===== src/rtl/uart_pkg.sv =====
// uart_pkg: shared state type and sizing helper for the UART TX arbiter.
package uart_pkg;

    typedef enum logic {IDLE, XFER} uart_arb_state_t;

    function automatic int idx_width(input int n);
        return (n < 2) ? 1 : $clog2(n);
    endfunction

endpackage


===== src/rtl/uart_rr_pick.sv =====
// uart_rr_pick: rotating priority encoder; one-hot of the first request at or above i_ptr, wrapping.
module uart_rr_pick
    import uart_pkg::*;
#(
    parameter int N_REQ_ = 4,
    parameter int IDX_W  = idx_width(N_REQ_)
) (
    input  logic [N_REQ_-1:0] i_req,
    input  logic [IDX_W-1:0]  i_ptr,
    output logic [N_REQ_-1:0] o_pick,
    output logic              o_found
);

    always_comb begin
        o_pick  = '0;
        o_found = 1'b0;
        for (int k = 0; k < N_REQ_; k++) begin
            if (!o_found && i_req[(int'(i_ptr) + k) % N_REQ_]) begin
                o_pick[(int'(i_ptr) + k) % N_REQ_] = 1'b1;
                o_found = 1'b1;
            end
        end
    end

endmodule


===== src/rtl/uart_tx_arbiter.sv =====
// uart_tx_arbiter: round-robin, packet-granular sharing of the UART TX write port.
// Define UART_TX_ARB_TIMEOUT_EN to revoke a grant whose owner idles for TIMEOUT_ cycles.
module uart_tx_arbiter
    import uart_pkg::*;
#(
    parameter int N_REQ_   = 4,
    parameter int DATA_    = 8,
    parameter int TIMEOUT_ = 1024
) (
    input  logic                    clk,
    input  logic                    rst_,
    input  logic [N_REQ_-1:0]       req_valid,
    input  logic [N_REQ_-1:0]       req_last,
    input  logic [N_REQ_*DATA_-1:0] req_data,
    output logic [N_REQ_-1:0]       req_ready,
    input  logic                    uart_full,
    output logic                    uart_we,
    output logic [DATA_-1:0]        uart_wdata,
    output logic [N_REQ_-1:0]       grant,
    output logic                    busy
);

    localparam int IDX_W = idx_width(N_REQ_);

    uart_arb_state_t   r_state, w_state_nx;
    logic [N_REQ_-1:0] r_grant, w_grant_nx, w_pick;
    logic [IDX_W-1:0]  r_owner, w_owner_nx, r_ptr, w_ptr_nx, w_pick_idx, w_owner_inc;
    logic              w_found, w_xfer, w_owner_valid, w_accept, w_timeout, w_release;

    uart_rr_pick #(.N_REQ_(N_REQ_), .IDX_W(IDX_W)) u_pick (
        .i_req   (req_valid),
        .i_ptr   (r_ptr),
        .o_pick  (w_pick),
        .o_found (w_found)
    );

    always_comb begin
        w_pick_idx = '0;
        for (int k = 0; k < N_REQ_; k++)
            if (w_pick[k]) w_pick_idx = IDX_W'(k);
    end

    assign w_xfer        = (r_state == XFER);
    assign w_owner_valid = req_valid[r_owner];
    assign w_accept      = w_xfer & w_owner_valid & ~uart_full;
    assign w_owner_inc   = (r_owner == IDX_W'(N_REQ_ - 1)) ? '0 : r_owner + 1'b1;
    assign w_release     = (w_accept & req_last[r_owner]) | w_timeout;

    // r_grant is zero outside XFER, so ready needs no state qualification.
    assign grant      = r_grant;
    assign busy       = w_xfer;
    assign req_ready  = uart_full ? '0 : r_grant;
    assign uart_we    = w_accept;
    assign uart_wdata = req_data[r_owner*DATA_ +: DATA_];

    always_comb begin
        w_state_nx = r_state;
        w_grant_nx = r_grant;
        w_owner_nx = r_owner;
        w_ptr_nx   = r_ptr;
        if (!w_xfer && w_found) begin
            w_state_nx = XFER;
            w_grant_nx = w_pick;
            w_owner_nx = w_pick_idx;
        end else if (w_release) begin
            w_state_nx = IDLE;
            w_grant_nx = '0;
            w_ptr_nx   = w_owner_inc;
        end
    end

    always_ff @(posedge clk or posedge rst_) begin
        if (rst_) begin
            r_state <= IDLE;
            r_grant <= '0;
            r_owner <= '0;
            r_ptr   <= '0;
        end else begin
            r_state <= w_state_nx;
            r_grant <= w_grant_nx;
            r_owner <= w_owner_nx;
            r_ptr   <= w_ptr_nx;
        end
    end

`ifdef UART_TX_ARB_TIMEOUT_EN
    localparam int CNT_W = $clog2(TIMEOUT_ + 1);

    logic [CNT_W-1:0] r_idle_cnt;

    // Only owner-idle cycles count; backpressured cycles leave the count alone.
    always_ff @(posedge clk or posedge rst_) begin
        if (rst_)
            r_idle_cnt <= '0;
        else if (!w_xfer || w_accept || w_timeout)
            r_idle_cnt <= '0;
        else if (!w_owner_valid)
            r_idle_cnt <= r_idle_cnt + 1'b1;
    end

    assign w_timeout = w_xfer & (r_idle_cnt == CNT_W'(TIMEOUT_));
`else
    logic w_unused_timeout;

    assign w_unused_timeout = (TIMEOUT_ != 0);
    assign w_timeout        = 1'b0;
`endif

endmodule

===== config.mk =====
export PLATFORM = sky130hd
export DESIGN_NAME = uart_tx_arbiter
export DESIGN_NICKNAME = d
export VERILOG_FILES = /design/src/rtl/uart_pkg.sv /design/src/rtl/uart_rr_pick.sv /design/src/rtl/uart_tx_arbiter.sv
export SDC_FILE = /design/constraint.sdc
export NUM_CORES = 1
export LEC_CHECK = 0
export BUFFER_PORTS_ARGS = -buffer_cell sky130_fd_sc_hd__clkbuf_2
export CAP_MARGIN = 20
export CORE_ASPECT_RATIO = 0.9
export CORE_UTILIZATION = 40
export CTS_CLUSTER_SIZE = 28
export DETAILED_ROUTE_END_ITERATION = 8
export HOLD_SLACK_MARGIN = 0.08
export PLACE_DENSITY = 0.77
export RECOVER_POWER = 50
export SETUP_SLACK_MARGIN = 0.5
export SLEW_MARGIN = 20
export SYNTH_ARGS = -nofsm -noshare
export SYNTH_HDL_FRONTEND = slang
export SYNTH_SLANG_ARGS = --single-unit
export TNS_END_PERCENT = 20

===== constraint.sdc =====
create_clock -name clk -period 2.64 [get_ports clk]
set_input_delay 0.264 -clock clk [delete_from_list [all_inputs] [get_ports clk]]
set_output_delay 0.264 -clock clk [all_outputs]
set_load 0.01 [all_outputs]

==> results.sh, run 1 <==
export IMPL_n_fill_cell=209
export IMPL_finalHoldViolations=0
export IMPL_route_met2_wl_um=1490
export IMPL_drt_first_pass_iters=6
export IMPL_wire_per_inst_um=15.8
export IMPL_tightest_slew_ns=0.511
export IMPL_hpwlAfterDp_um=2400
export IMPL_ys_warn_count=0
export IMPL_die_height_um=51.0
export IMPL_cp_max_fo=4
export IMPL_synth_top_area_frac=0.232
export IMPL_grt_pass1_vias=1016
export IMPL_ys_types=41
export IMPL_routed_top_layer="met4"
export IMPL_cts_sinks=9
export IMPL_finalSetupTns_ns=0
export IMPL_cts_tree="yes"
export IMPL_clock_tree_buffer_depth=2
export IMPL_drcViolationCount=0
export IMPL_grt_pass1_wl_um=4710
export IMPL_synth_area_top_cells="mux4_2 23%, dfrtp_1 21%, ha_1 8.2%, nor2b_1 2.9%, mux2i_1 2.8%"
export IMPL_rows=17
export IMPL_worstPathArrival_ns=2.53
export IMPL_grt_max_degree=14
export IMPL_reg2reg_slack_ns=0.24
export IMPL_routabilityCongestion=0.929
export IMPL_setup_viol=0
export IMPL_rsz0062_at_grt="yes"
export IMPL_synth_nets=153
export IMPL_syn_inst=103
export IMPL_htree_num_levels=1
export IMPL_critical_path_class="reg -> reg"
export IMPL_die_w_um=56.4
export IMPL_drive_above_1_share=0.488
export IMPL_synth_seq_cells=9
export IMPL_gr_total_overflow=0
export IMPL_cts_clk_slew_worst_paths_ns=0.07
export IMPL_start_util=0.428
export IMPL_nNetsFinal=217
export IMPL_ir_worst_vdd_v=0.000584
export IMPL_crit_chain="inv_4 -> ha_4 -> mux4_2 -> and3_4 -> a221o_1 -> a211oi_2 -> nand2b_1 -> a31oi_1"
export IMPL_crit_family="compound AO/OA/AOI/OAI gates"
export IMPL_critPathBufInv=1
export IMPL_slew_headroom=0.660
export IMPL_slowest_delay_ns=0.56
export IMPL_period_needed_ns=2.40
export IMPL_synth_yosys_seq_area_share=0.211
export IMPL_num_vias=1153
export IMPL_netlist_area_um2=1070
export IMPL_end_kind="register"
export IMPL_crit_required_ns=2.77
export IMPL_maxSlewViolCount=0
export IMPL_ios=61
export IMPL_multi_input_area_um2=816
export IMPL_area_growth_pct=37.2
export IMPL_met3_length_um=211
export IMPL_crit_slowest_cell="mux4_2"
export IMPL_skew_ns=0.00649
export IMPL_grtUsageTotal=0.215
export IMPL_routed_wl_um=3070
export IMPL_io_buffers=60
export IMPL_fin_crit_sh=0.909
export IMPL_post_route_util=0.588
export IMPL_antenna_left=0
export IMPL_start_kind="register"
export IMPL_hp_class="in -> reg"
export IMPL_insertion_delay_ns=0.27
export IMPL_met1_length_um=1340
export IMPL_cts_root_buf="clkbuf_4"
export IMPL_first_iter_violations=32
export IMPL_pwr_density_cell_nw_per_um2=1030
export IMPL_seqCellArea_um2=225
export IMPL_synth_area_per_cell_um2=10.3
export IMPL_numCtsBuffers=3
export IMPL_status="finished, final reports clean"
export IMPL_die_area_um2=2880
export IMPL_diodes=0
export IMPL_yosys_area_top_type="mux4_2"
export IMPL_via_per_inst=5.94
export IMPL_leakagePower_nw=0.670
export IMPL_core_area_um2=2490
export IMPL_fmax_mhz=417
export IMPL_antenna_found_initial=0
export IMPL_maxCapViolations=0
## cell usage in the layout (no fill, tap or decap), drive strengths merged, types with 2 or more instances in the layout
cell type / netlist / routed
a22oi: 2 / 2
clkbuf: 2 / 64
ha: 7 / 7
inv: 7 / 7
and3: 2 / 2
nor3b: 2 / 2
nor2b: 5 / 5
o41ai: 2 / 2
nand2: 3 / 3
dfrtp: 9 / 9
and2: 2 / 2
a21oi: 2 / 2
buf: 4 / 4
nor4b: 2 / 2
o21ai: 5 / 5
mux2i: 3 / 3
nand3: 6 / 6
a221o: 2 / 2
nor3: 3 / 3
mux4: 11 / 11
nand4: 4 / 4
nor2: 2 / 2
a31oi: 3 / 3
a211oi: 3 / 3
## stage by stage
step	instance area, um^2	hold WS [ns]	setup slack, ns	std cells	total power [W]
final	1460	0.401	0.240	194	0.00151
after global routing	1460	0.426	0.203	194	0.00163
after CTS	1470	0.403	0.281	194	0.00151
after detailed placement	1410	0.237	0.176	188	0.00137
after global placement	1410	0.214	0.276	188	0.00133
after floorplan	1100	0.0919	0.163	103	0.00108
## synthesized netlist by cell type
cell type / count
o31ai_1: 1
mux2i_1: 3
a22oi_1: 2
mux2_2: 1
and3_4: 1
a221o_1: 2
and3_1: 1
nor3b_1: 2
buf_2: 2
a211oi_2: 1
buf_1: 1
nand4_1: 4
and2_1: 1
nor2_1: 2
a211oi_1: 2
buf_6: 1
a2111oi_2: 1
o41ai_1: 2
a31oi_1: 3
o21ai_0: 4
nor4b_2: 1
inv_1: 7
a222oi_1: 1
a41oi_1: 1
nand3_1: 6
o21ai_1: 1
ha_1: 7
nand2_1: 3
a21oi_1: 2
clkbuf_1: 2
or4b_2: 1
a21o_1: 1
mux4_2: 11
dfrtp_1: 9
nor3_1: 3
nor4b_1: 1
and3b_2: 1
and2_0: 1
nand2b_1: 1
nor2b_1: 5
nand3b_1: 1
## cells by family (layout without fill, tap and decap cells)
group / after synthesis / after routing / synth area share
mux: 15 / 15 / 0.271
compound gates: 24 / 24 / 0.171
buf+inv: 13 / 76 / 0.0552
flops: 9 / 9 / 0.211
fa+ha+maj: 7 / 7 / 0.0822
simple gates: 35 / 35 / 0.209
## layer usage
layer	up-vias	track usage
met5	-	0
met1	551	0.295
met4	0	0.0285
met3	7	0.0557
li1	542	-
met2	53	0.351
## report_power, final
part | leakage, nW | total [W] | switching, W | internal [W]
clock | 0.0150 | 0.000113 | 0.0000542 | 0.0000585
sequential | 0.111 | 0.000298 | 0.0000968 | 0.000201
combinational | 0.544 | 0.00110 | 0.000565 | 0.000536
total | 0.670 | 0.00151 | 0.000716 | 0.000795
## cell type report
cell class,instances,area share
Sequential cell,9,0.154
Multi-Input combinational cell,81,0.558
Clock buffer,4,0.0180
Inverter,7,0.0214
Timing Repair Buffer,65,0.225
Tap cell,28,0.0240
## worst min-delay path: stages
cell and delay [ns]:
clkbuf_2 0.07, mux4_2 0.23, a22oi_1 0.07
## worst paths after layout
path                             start          to  cells past startpoint
setup / recovery              r_ptr[0]  r_owner[0]                      8
hold / removal             req_last[2]        busy                      3
setup reg to reg              r_ptr[0]  r_owner[0]                      8
hold reg to reg               grant[3]    grant[3]                      2
max in group asynchronous         rst_    grant[2]                      3
min in group asynchronous         rst_  r_owner[1]                      3
## flip-flops by register name, indices dropped and copies added (netlist names)
| name | cells |
|---|---|
| r_ptr | 2 |
| busy | 1 |
| r_owner | 2 |
| grant | 4 |
## repair_timing
action / in CTS / in global routing
buffers inserted: 1 / 0
hold endpoints to repair: 9 / 0
setup endpoints to repair: 6 / 6
gates resized for setup: 2 / 0
hold buffers: 1 / 0
pin swaps: 1 / 0
Power figures use the tool's default switching activity.
==> run 2, diff against run 1 <==
--- a/config.mk
+++ b/config.mk
@@ -5,6 +5,7 @@
 export SDC_FILE = /design/constraint.sdc
 export NUM_CORES = 1
 export LEC_CHECK = 0
+export ABC_AREA = 1
 export BUFFER_PORTS_ARGS = -buffer_cell sky130_fd_sc_hd__clkbuf_2
 export CAP_MARGIN = 20
 export CORE_ASPECT_RATIO = 0.9
@@ -12,7 +13,7 @@
 export CTS_CLUSTER_SIZE = 28
 export DETAILED_ROUTE_END_ITERATION = 8
 export HOLD_SLACK_MARGIN = 0.08
-export PLACE_DENSITY = 0.77
+export PLACE_DENSITY = 0.76
 export RECOVER_POWER = 50
 export SETUP_SLACK_MARGIN = 0.5
 export SLEW_MARGIN = 20
==> results.sh, run 2 <==
export IMPL_clock_tree_buffer_depth=2
export IMPL_cts_root_buf="clkbuf_4"
export IMPL_syn_inst=185
export IMPL_first_iter_violations=66
export IMPL_async_reset_ff_frac=1.00
export IMPL_start_kind="register"
export IMPL_fin_crit_sh=0.735
export IMPL_cts_sinks=9
export IMPL_p_total_w=0.00166
export IMPL_io_buffers=60
export IMPL_crit_required_ns=2.77
export IMPL_end_kind="register"
export IMPL_slew_headroom=0.769
export IMPL_finalHoldViolations=0
export IMPL_rows=17
export IMPL_numCtsBuffers=3
export IMPL_status="finished, final reports clean"
export IMPL_netlist_area_um2=1130
export IMPL_grt_pass1_wl_um=4960
export IMPL_die_w_um=58.0
export IMPL_die_area_um2=3040
export IMPL_hp_class="in -> async"
export IMPL_fmax_mhz=515
export IMPL_area_growth_pct=32.9
export IMPL_ir_worst_vdd_v=0.000485
export IMPL_antenna_left=0
export IMPL_worstPathArrival_ns=2.08
export IMPL_critical_path_class="reg -> reg"
export IMPL_drcViolationCount=0
export IMPL_routed_wl_um=3000
export IMPL_tightest_slew_ns=0.346
export IMPL_hpwlAfterDp_um=2450
export IMPL_mostFrequentLayoutCell="clkbuf_2"
export IMPL_period_needed_ns=1.94
export IMPL_pwr_density_cell_nw_per_um2=1110
export IMPL_setup_viol=0
export IMPL_htree_num_levels=1
export IMPL_synth_seq_cells=9
export IMPL_ios=61
export IMPL_grt_pass1_vias=1142
export IMPL_post_route_util=0.587
export IMPL_synth_area_top_cells="dfrtp_1 20%, nand2_1 14%, nor2_1 9.7%, nand3_1 8.9%, o21ai_0 8.4%"
export IMPL_via_per_inst=4.97
export IMPL_yosys_top_cells_count="42 x nand2_1, 29 x nor2_1, 20 x nand3_1"
export IMPL_num_vias=1373
export IMPL_synth_top_area_frac=0.200
export IMPL_skew_ns=0.00285
export IMPL_synth_nets=235
export IMPL_die_height_um=52.4
export IMPL_maxSlewViolCount=0
export IMPL_yosys_area_top_type="dfrtp_1"
export IMPL_finalSetupTns_ns=0
export IMPL_core_area_um2=2550
export IMPL_synth_yosys_seq_area_share=0.200
export IMPL_grt_max_degree=24
export IMPL_cts_clk_slew_worst_paths_ns=0.06
export IMPL_drt_first_pass_iters=7
export IMPL_largest_register_ffs=4
export IMPL_synth_edf_count=0
export IMPL_cts_tree="yes"
export IMPL_preCtsSetupSlack_ns=0.608
export IMPL_start_util=0.442
export IMPL_nNetsFinal=299
export IMPL_synth_flop_cell="dfrtp_1"
export IMPL_diodes=0
export IMPL_maxCapViolations=0
export IMPL_insertion_delay_ns=0.25
export IMPL_timing_final_ws_setup_ns=0.699
export IMPL_leakagePower_nw=0.855
export IMPL_cp_max_fo=7
export IMPL_gr_total_overflow=0
export IMPL_ys_types=22
export IMPL_drive_above_1_share=0.315
export IMPL_grtUsageTotal=0.209
export IMPL_final_cell_mix="51 x clkbuf_2, 42 x nand2_1, 29 x nor2_1"
export IMPL_ys_warn_count=0
export IMPL_antenna_found_initial=0
export IMPL_routabilityCongestion=0.889
export IMPL_yosysMostFrequentCell="nand2_1"
export IMPL_synth_area_per_cell_um2=6.09
export IMPL_rsz0062_at_grt="no"
export IMPL_wire_per_inst_um=10.9
==> run 2: critical path: stages, from the launching register on <==
cell     delay, ns
dfrtp_2       0.46
inv_1         0.17
ha_1          0.30
inv_1         0.10
nand3_1       0.08
nand2_1       0.13
nand2_4       0.09
nor2_8        0.10
nand2_4       0.06
nand2_4       0.09
inv_4         0.05
nand2_1       0.11
nand3_1       0.08
==> run 2: per-stage QoR <==
| stage | hold WS, ns | cell area, um^2 | std cells |
|---|---|---|---|
| after floorplan | 0.0919 | 1130 | 185 |
| after global placement | 0.217 | 1460 | 269 |
| after detailed placement | 0.219 | 1460 | 269 |
| after CTS | 0.502 | 1490 | 274 |
| after global routing | 0.525 | 1500 | 276 |
| final | 0.500 | 1500 | 276 |
==> run 2: cell type report <==
class	count	area (um^2)
Clock buffer	4	26.3
Fill cell	266	1050
Inverter	21	81.3
Multi-Input combinational cell	149	798
Sequential cell	9	228
Tap cell	28	35.0
Timing Repair Buffer	65	329
==> run 2: what timing repair did <==
action | in CTS | in global routing
gates resized for setup | 0 | 2
endpoints found under the hold margin | 9 | 0
endpoints found under the setup margin | 0 | 6
hold buffers | 1 | 0
setup buffers | 0 | 2
==> run 2: cells by family after synthesis <==
family	after synthesis	synth area share
AO/OA/AOI/OAI	39	0.199
buffers and inverters	27	0.0921
AND/OR/NAND/NOR	103	0.432
adder cells (fa/ha/maj)	7	0.0777
flip-flops	9	0.200
==> run 2: path summary, 6_finish.rpt <==
check                       startpoint    endpoint  slack (ns)  depth (start not counted)
setup reg to reg              r_ptr[1]  r_owner[1]        0.70                         12
max in group asynchronous         rst_    r_ptr[1]        1.87                          3
hold / removal                    rst_        busy        0.50                          3
setup / recovery              r_ptr[1]  r_owner[1]        0.70                         12
hold reg to reg               grant[1]    grant[1]        0.54                          2
min in group clk           req_last[0]    r_ptr[0]        0.51                          5
==> run 2: where the power goes <==
part	switching [W]	leakage (nW)	internal [W]	total (W)
registers	0.0000692	0.111	0.000199	0.000268
logic	0.000823	0.729	0.000462	0.00129
clock network	0.0000448	0.0150	0.0000580	0.000103
==> run 2: layer usage <==
metal | share of wire | track usage | wire, um | up-vias
met3 | 0.043 | 0.0247 | 128 | 6
met2 | 0.48 | 0.352 | 1450 | 40
met5 | 0 | 0 | 0 | -
met4 | 0.010 | 0.0516 | 31 | 0
met1 | 0.46 | 0.282 | 1390 | 596
li1 | - | - | - | 731
==> run 3, diff against run 2 <==
==> constraint.sdc (replaced) <==
create_clock -name clk -period 1.6 [get_ports clk]
set_input_delay 0.16 -clock clk [delete_from_list [all_inputs] [get_ports clk]]
set_output_delay 0.16 -clock clk [all_outputs]
set_load 0.01 [all_outputs]
==> results.sh, run 3 (synthesized netlist as in run 2, its figures left out) <==
export IMPL_htree_num_levels=1
export IMPL_reg2reg_depth=12
export IMPL_cp_depth=12
export IMPL_worstPathArrival_ns=1.75
export IMPL_status="complete, but fails checks"
export IMPL_grt_pass1_vias=1337
export IMPL_maxSlewViolCount=0
export IMPL_final_cell_mix="46 x clkbuf_2, 34 x nand2_1, 28 x nor2_1"
export IMPL_cts_sinks=9
export IMPL_skew_ns=0.00676
export IMPL_r2r_start="r_ptr[0]"
export IMPL_end_kind="register"
export IMPL_cp_max_fo=6
export IMPL_slew_headroom=0.765
export IMPL_numCtsBuffers=3
export IMPL_cts_clk_slew_worst_paths_ns=0.07
export IMPL_hold_depth=5
export IMPL_drive_above_1_share=0.454
export IMPL_crit_chain="inv_4 -> ha_4 -> inv_4 -> nand3_2 -> nand2_2 -> nand2_4 -> nor2_8 -> nand2_4 -> nand2_4 -> inv_4 -> nand2_2 -> nand3_1"
export IMPL_area_growth_pct=52.2
export IMPL_leakagePower_nw=0.970
export IMPL_start_util=0.442
export IMPL_crit_required_ns=1.74
export IMPL_drcViolationCount=0
export IMPL_largest_register_ffs=4
export IMPL_finalSetupTns_ns=-0.00563
export IMPL_fmax_mhz=623
export IMPL_post_route_util=0.672
export IMPL_die_height_um=52.4
export IMPL_finalHoldViolations=0
export IMPL_grtUsageTotal=0.238
export IMPL_nNetsFinal=313
export IMPL_routabilityCongestion=0.873
export IMPL_hold_end="r_ptr[0]"
export IMPL_grt_pass1_wl_um=5570
export IMPL_crit_slowest_cell="dfrtp_2"
export IMPL_pwr_density_cell_nw_per_um2=1950
export IMPL_maxCapViolations=0
export IMPL_rsz0062_at_grt="yes"
export IMPL_insertion_delay_ns=0.27
export IMPL_via_per_inst=5.09
export IMPL_routed_wl_um=3490
export IMPL_r2r_end="r_owner[1]"
export IMPL_diodes=0
export IMPL_reg2reg_slack_ns=-0.005
export IMPL_critPathBufInv=3
export IMPL_slowest_delay_ns=0.42
export IMPL_first_iter_violations=64
export IMPL_preCtsSetupSlack_ns=-0.0201
export IMPL_antenna_found_initial=0
export IMPL_holdCritStartpoint="req_valid[2]"
export IMPL_rows=17
export IMPL_tightest_slew_ns=0.353
export IMPL_wire_per_inst_um=12.0
export IMPL_critical_path_class="reg -> reg"
export IMPL_start_kind="register"
export IMPL_fin_crit_sh=1.00
export IMPL_setup_viol=2
export IMPL_io_buffers=60
export IMPL_crit_family="simple AND/OR/NAND/NOR gates"
export IMPL_clock_tree_buffer_depth=2
export IMPL_gr_total_overflow=0
export IMPL_ir_worst_vdd_v=0.000970
export IMPL_period_needed_ns=1.60
export IMPL_hp_class="in -> reg"
export IMPL_die_w_um=58.0
export IMPL_antenna_left=0
export IMPL_mostFrequentLayoutCell="clkbuf_2"
export IMPL_timing_final_ws_setup_ns=-0.00457
export IMPL_die_area_um2=3040
export IMPL_core_area_um2=2550
export IMPL_failed_checks="negative setup slack"
export IMPL_cts_root_buf="clkbuf_4"
export IMPL_grt_max_degree=16
export IMPL_cts_tree="yes"
export IMPL_num_vias=1476
export IMPL_hpwlAfterDp_um=2680
export IMPL_drt_first_pass_iters=4
export IMPL_ios=61
==> run 3: routing by layer <==
| metal | up-vias | global-route usage | routed length, um |
|---|---|---|---|
| li1 | 765 | - | - |
| met1 | 662 | 0.302 | 1590 |
| met2 | 45 | 0.402 | 1720 |
| met3 | 4 | 0.0568 | 150 |
| met4 | 0 | 0.0714 | 25 |
| met5 | - | 0 | 0 |
==> run 3: layout make-up <==
class	count	area, um^2
Sequential cell	9	226
Fill cell	232	837
Multi-Input combinational cell	149	870
Clock buffer	4	26.3
Inverter	21	86.3
Timing Repair Buffer	79	472
Tap cell	28	35.0
==> run 3: repair_timing <==
item / 4_1_cts / 5_1_grt
buffers inserted: 3 / 2
gates cloned: 0 / 1
hold buffers: 1 / 0
endpoints found under the setup margin: 18 / 22
pin swaps: 3 / 8
endpoints found under the hold margin: 9 / 0
resized for setup: 2 / 33
==> run 3: how the worst max path moves through the flow <==
stage          startpoint         end
3_5_place_dp     r_ptr[0]  r_owner[0]
3_3_place_gp     r_ptr[0]  r_owner[0]
6_report         r_ptr[0]  r_owner[1]
5_1_grt          r_ptr[0]  r_owner[0]
4_1_cts          r_ptr[0]  r_owner[1]
2_1_floorplan    r_ptr[0]  r_owner[0]
==> run 3: power breakdown <==
group / internal (W) / total [W] / leakage, nW / switching [W]
logic: 0.00114 / 0.00276 / 0.842 / 0.00162
registers: 0.000327 / 0.000397 / 0.113 / 0.0000706
clock network: 0.0000964 / 0.000185 / 0.0150 / 0.0000885
==> run 3: per-stage QoR <==
| stage | hold WS, ns | instance area, um^2 | instances | total power, W |
|---|---|---|---|---|
| floorplan | -0.0121 | 1160 | 185 | 0.00208 |
| CTS | 0.390 | 1630 | 287 | 0.00310 |
| global placement | 0.127 | 1560 | 279 | 0.00279 |
| finish | 0.368 | 1720 | 290 | 0.00334 |
| global route | 0.407 | 1720 | 290 | 0.00365 |
| detailed placement | 0.131 | 1560 | 279 | 0.00282 |
==> run 3: tightest hold or removal path, cell delays in order <==
cell      delay, ns
clkbuf_2       0.12
nand2_1        0.09
a21oi_2        0.06
nand2_2        0.10
o31ai_1        0.07
